[src/rtl/timer_clint.sv]
// Multi-hart machine timer: a 64-bit mtime with a prescaler, NUM_HART mtimecmp channels and
// level interrupts. It is reached over a single-cycle valid/ready bus.
module timer_clint #(
  parameter int unsigned NUM_HART  = 1,
  parameter logic [31:0] BASE_ADDR = 32'h0020_0000,
  parameter int unsigned PRESCALE  = 1
) (
  input  logic                clock,
  input  logic                reset,
  input  logic                timer_valid,
  input  logic                timer_instr,
  input  logic [31:0]         timer_addr,
  input  logic [31:0]         timer_wdata,
  input  logic [3:0]          timer_wstrb,
  output logic [31:0]         timer_rdata,
  output logic                timer_ready,
  output logic [NUM_HART-1:0] timer_irpt
);

  localparam int unsigned CntW     = (PRESCALE > 1) ? $clog2(PRESCALE) : 1;
  localparam int unsigned WinBytes = 8 * (NUM_HART + 1);
  localparam logic [CntW-1:0] CntMax = CntW'(PRESCALE - 1);

  logic [CntW-1:0]     cnt_q, cnt_d;
  logic                tick;
  logic [63:0]         mtime_q, mtime_d;
  logic [63:0]         cmp_q [NUM_HART];
  logic [63:0]         cmp_d [NUM_HART];
  logic [NUM_HART-1:0] irpt_q, irpt_d;
  logic [31:0]         rdata_q, rdata_d;
  logic                ready_q;

  logic [31:0] offset;
  logic        in_win;
  logic [28:0] pair;
  logic        hi_word;
  logic        acc;
  logic        wr;
  logic        unused_offset;

  // Each 8-byte pair is one 64-bit register: cmp channels first, mtime last.
  assign offset        = timer_addr - BASE_ADDR;
  assign in_win        = (timer_addr >= BASE_ADDR) && (offset < 32'(WinBytes));
  assign pair          = offset[31:3];
  assign hi_word       = offset[2];
  assign unused_offset = ^offset[1:0];
  assign acc           = timer_valid && !timer_instr && in_win;
  assign wr            = acc && (timer_wstrb != 4'h0);

  function automatic logic [31:0] merge_bytes(input logic [31:0] old_w,
                                              input logic [31:0] new_w,
                                              input logic [3:0]  be);
    logic [31:0] res;
    for (int b = 0; b < 4; b++) begin
      res[8*b +: 8] = be[b] ? new_w[8*b +: 8] : old_w[8*b +: 8];
    end
    return res;
  endfunction

  always_comb begin
    tick    = (cnt_q == CntMax);
    cnt_d   = tick ? '0 : cnt_q + 1'b1;
    mtime_d = mtime_q + 64'(tick);
    cmp_d   = cmp_q;
    rdata_d = '0;
    irpt_d  = '0;

    if (acc) begin
      if (pair == 29'(NUM_HART)) begin
        rdata_d = hi_word ? mtime_q[63:32] : mtime_q[31:0];
        // A bus write replaces the whole next value, so a same-cycle tick is dropped.
        if (wr) begin
          if (hi_word) begin
            mtime_d = {merge_bytes(mtime_q[63:32], timer_wdata, timer_wstrb), mtime_q[31:0]};
          end else begin
            mtime_d = {mtime_q[63:32], merge_bytes(mtime_q[31:0], timer_wdata, timer_wstrb)};
          end
        end
      end else begin
        for (int unsigned i = 0; i < NUM_HART; i++) begin
          if (pair == 29'(i)) begin
            rdata_d = hi_word ? cmp_q[i][63:32] : cmp_q[i][31:0];
            if (wr) begin
              if (hi_word) begin
                cmp_d[i][63:32] = merge_bytes(cmp_q[i][63:32], timer_wdata, timer_wstrb);
              end else begin
                cmp_d[i][31:0] = merge_bytes(cmp_q[i][31:0], timer_wdata, timer_wstrb);
              end
            end
          end
        end
      end
    end

    // Compare current register contents; the result appears one cycle after they change.
    for (int unsigned i = 0; i < NUM_HART; i++) begin
      irpt_d[i] = (mtime_q >= cmp_q[i]);
    end
  end

  always_ff @(posedge clock or negedge reset) begin
    if (!reset) begin
      cnt_q   <= '0;
      mtime_q <= '0;
      for (int unsigned i = 0; i < NUM_HART; i++) begin
        cmp_q[i] <= '1;
      end
      irpt_q  <= '0;
      rdata_q <= '0;
      ready_q <= 1'b0;
    end else begin
      cnt_q   <= cnt_d;
      mtime_q <= mtime_d;
      cmp_q   <= cmp_d;
      irpt_q  <= irpt_d;
      rdata_q <= rdata_d;
      ready_q <= timer_valid;
    end
  end

  assign timer_rdata = rdata_q;
  assign timer_ready = ready_q;
  assign timer_irpt  = irpt_q;

endmodule

[config.mk]
export PLATFORM = sky130hd
export DESIGN_NAME = timer_clint
export DESIGN_NICKNAME = d
export VERILOG_FILES = /design/src/rtl/timer_clint.sv
export SDC_FILE = /design/constraint.sdc
export NUM_CORES = 1
export LEC_CHECK = 0
export ABC_CLOCK_PERIOD_IN_PS = 2700
export BUFFER_PORTS_ARGS = -buffer_cell sky130_fd_sc_hd__clkbuf_2
export CAP_MARGIN = 5
export CORE_MARGIN = 4
export CORE_UTILIZATION = 50
export CTS_BUF_LIST = sky130_fd_sc_hd__clkbuf_8 sky130_fd_sc_hd__clkbuf_16
export DETAILED_ROUTE_END_ITERATION = 6
export PLACE_DENSITY = 0.76
export SETUP_SLACK_MARGIN = 0.02
export SKIP_CTS_REPAIR_TIMING = 1
export SYNTH_ARGS = -nofsm -noshare
export SYNTH_HDL_FRONTEND = slang
export SYNTH_SLANG_ARGS = --single-unit
export TNS_END_PERCENT = 5
[constraint.sdc]
create_clock -name clock -period 2.7 [get_ports clock]
set_input_delay 0.135 -clock clock [delete_from_list [all_inputs] [get_ports clock]]
set_output_delay 0.135 -clock clock [all_outputs]
set_load 0.005 [all_outputs]
==> summary.md <==
| Metric | Value |
|---|---|
| Clock network fraction of total power | `about 48%` |
| Port bufs | `103` |
| Largest family of logic cells by synthesized area | `simple AND/OR/NAND/NOR gates` |
| Area delta synth->final | `20.8%` |
| Synth Area in Adders | `~8.4%` |
| Total CTS buffers | `17` |
| Die Y-Extent | `about 150 um` |
| Filler cell count in the final layout | `around 1700` |
| DRT antenna net count | `0` |
| Clock skew | `around 12 ps` |
| Diode count | `0` |
| Post-synthesis sequential area ratio | `41.6%` |
| GRT Total Usage | `roughly 27%` |
| FMAX | `about 390 MHz` |
| Power per cell area | `436 mW/mm^2` |
| Max-slew headroom | `approximately 44%` |
| Drt drc | `0` |
| Post-synthesis compound-gate area fraction | `17.9%` |
| WS Path Type | `reg -> reg` |
| Area contributors post-synth | `dfrtp_1, dfstp_2, ha_1` |
| Post-DP HPWL | `21900 um` |
| DIE AREA | `about 0.022 sq mm` |
| Hold violation count in the final report | `18` |
| Crit path DAT | `2900 ps` |
| Synth area leader | `dfrtp_1` |
| TritonCTS clock tree | `built` |
| Final Max Slew Viols | `0` |
| Area after DPL | `about 0.011 sq mm` |
| Final worst slack | `103 ps` |
| Post-route insts no fill | `roughly 1500` |
| Worst-Skew Late Latency | `about 430 ps` |
| Vias/cell | `6.05` |
| Worst Tran Pin Value | `841 ps` |
| Fin crit share | `just under 100%` |
| RSZ-0062 raised after global routing | `yes` |
| CTS Sinks | `between 150 and 200` |
| Crit-path slowest cell | `nor3_1` |
| Yosys cell types | `slightly above 60` |
| Logic pwr share | `5.8%` |
| Lkg Pwr | `approximately 0.0057 uW` |
| Multiplexer share of the synthesized area | `7.56%` |
| Critical path fanouts, max | `9` |
| WL/cell | `approximately 19 um` |
| Synthesized flop and latch total | `about 160` |
| Die W | `approximately 150 um` |
| Largest net degree at the start of global routing | `88` |
| RD Place Congestion | `0.925` |
| VDD IR max | `459 uV` |
| Mapped Area | `slightly below 0.01 sq mm` |
| Maximum root-to-sink buffer count | `2` |
| Number of max-cap violations | `0` |
| Power Internal | `about 4000 uW` |
| Clock Root Buffer | `clkbuf_16` |
| Final Util | `around three fifths` |
| Sequential fraction of design power | `46.4%` |
| Top-area cell type share of the netlist area | `24.7%` |
| Final setup viols | `0` |
| Main synth FF type | `dfrtp_1` |
| Switching Fraction | `22.4%` |
| CORE AREA | `slightly below 0.02 sq mm` |
| Net Sw Power | `around 1200 uW` |
| Antenna violations before repair | `0` |
| Fin crit period | `approximately 2600 ps` |
| Post-Layout Inst Area | `0.0120 sq mm` |
| Delay of the slowest critical-path stage | `480 ps` |
| Std cell rows | `51` |
| Worst min path class | `in -> reg` |
| Clock transition at the registers of the reported paths | `70 ps` |
| Share of cells above drive strength 1 | `around a quarter` |
| Starting density of the core | `50.9%` |
| Number of enable flip-flop cells after synthesis | `0` |
| Syn Inst Count | `approximately 1100` |
| Placed insts | `about 1500` |
| Ys async rst share | `100%` |
| XOR/XNOR Fraction of Synth Area | `0.0881%` |
| Critical path endpoint category | `flip-flop` |
| Failing checks | `negative hold slack` |
| Critical Path RT | `roughly 3000 ps` |
| Worst Setup Start Kind | `flip-flop` |
| Syn Nets | `about 1200` |
| Vias in the first global route | `9431` |
| H-Tree Depth | `4` |
| Overflow after GRT | `0` |
| Drt total wl | `between 20000 and 30000 um` |
| Syn_area_per_cell | `9.31 sq um` |
| Simple-gate share of the synthesized area | `between 10% and 20%` |
| Final #Nets | `between 1000 and 1500` |
| CP cell instances | `buf_4, nand4_1, nor4_2, buf_4, and3_1, nand4_1, nor3_1, a211oi_1` |
| IO Count | `106` |
| Most frequent cells in the layout | `nand2_1, o21ai_0, clkbuf_2, dfrtp_1, inv_1` |
| Via Count | `9196` |
| First-pass GRT wire length | `48300 um` |
| WHS | `-38.6 ps` |
| Most common cell after layout, fill and taps aside | `nand2_1` |
| Setup slack after placement | `-21.4 ps` |
| Drt first-iter violations | `a little over 900` |
| Drt first pass iters | `7` |
| Outcome | `finished, violations left` |
| YS warnings | `0` |
-- synthesized netlist by cell type, types with 3 or more instances --
library cell / number
a2111o_1: 3
a211o_1: 7
a211oi_1: 23
a21o_1: 13
a21oi_1: 64
a221oi_1: 7
a311o_1: 3
a311oi_1: 4
a31oi_1: 3
and2_1: 6
and3_1: 17
and4_1: 5
buf_2: 6
clkbuf_1: 30
dfrtp_1: 98
dfstp_2: 64
ha_1: 67
inv_1: 84
mux4_2: 32
nand2_1: 129
nand2b_1: 6
nand3_1: 32
nand4_1: 30
nor2_1: 84
nor2b_1: 36
nor3_1: 31
nor3_2: 4
nor4_1: 3
nor4b_1: 5
o21a_1: 5
o21ai_0: 106
o221a_2: 4
o22ai_1: 4
o31ai_1: 5
o32ai_1: 8
or2_2: 4
or3_1: 4
-- cells by family (layout without fill, tap and decap cells) --
logic type                 Yosys count  after routing
DFF                                162            162
buffers and inverters              121            308
xor gates and xnor gates             1              1
adders and majority gates           67             67
AOI/OAI and AO/OA                  280            280
and+or+nand+nor                    402            402
muxes                               35             35
-- through the flow --
stage / power (uW) / setup TNS [ps]
6_report: 5240 / 0
5_1_grt: 5400 / -60.3
4_1_cts: 5250 / 0
3_5_place_dp: 2760 / -50.1
3_3_place_gp: 2750 / 0
2_1_floorplan: 2570 / 0
-- worst max-delay path, delay by kind of cell (launching register included) --
kind | cells | cell delay, ps
simple gates | 5 | 1600
compound gates | 1 | 140
flops | 1 | 350
buf+inv | 2 | 370
-- final cells by class --
type                       count  area (sq um)  area share [%]
clock buffer                  20           467            3.88
clock inverter                12           141            1.18
inverter                      84           315            2.62
multi-input combinational    785          5370            44.7
sequential                   162          4140            34.4
tap                          265           332            2.76
timing repair buffer         192          1260            10.5
-- per-layer routing --
metal	part of all wire [%]	track usage [%]	routed length, um	vias up
met5	0	0	0	-
met4	3.4	11.4	996	0
met3	8.5	6.14	2520	89
met2	48	45.4	14200	463
met1	40	35.0	11900	4394
li1	-	-	-	4250
-- power by group through the flow --
stage	registers, uW	logic, uW	clock network (uW)
finish	2430	303	2510
detailed placement	2470	283	0
global route	2430	331	2630
floorplan	2470	99.7	0
CTS	2430	284	2530
global placement	2470	280	0
-- path summary, 6_finish.rpt --
kind,slack [ps],depth (start not counted),start,to
min in group asynchronous,350,2,reset,timer_rdata[27]
hold reg to reg,510,2,cmp_q[3],cmp_q[3]
setup / recovery,100,8,mtime_q[7],mtime_q[58]
hold / removal,-40,3,timer_wdata[22],cmp_q[54]
setup reg to reg,100,8,mtime_q[7],mtime_q[58]
max in group asynchronous,1500,3,reset,cmp_q[18]
-- state kept, by name (all words and copies together) (netlist names) --
register and count:
mtime_q 64, cmp_q 64, timer_ready 1, timer_irpt 1
timer_rdata 32
No activity file was read; power rests on OpenSTA's default activity.
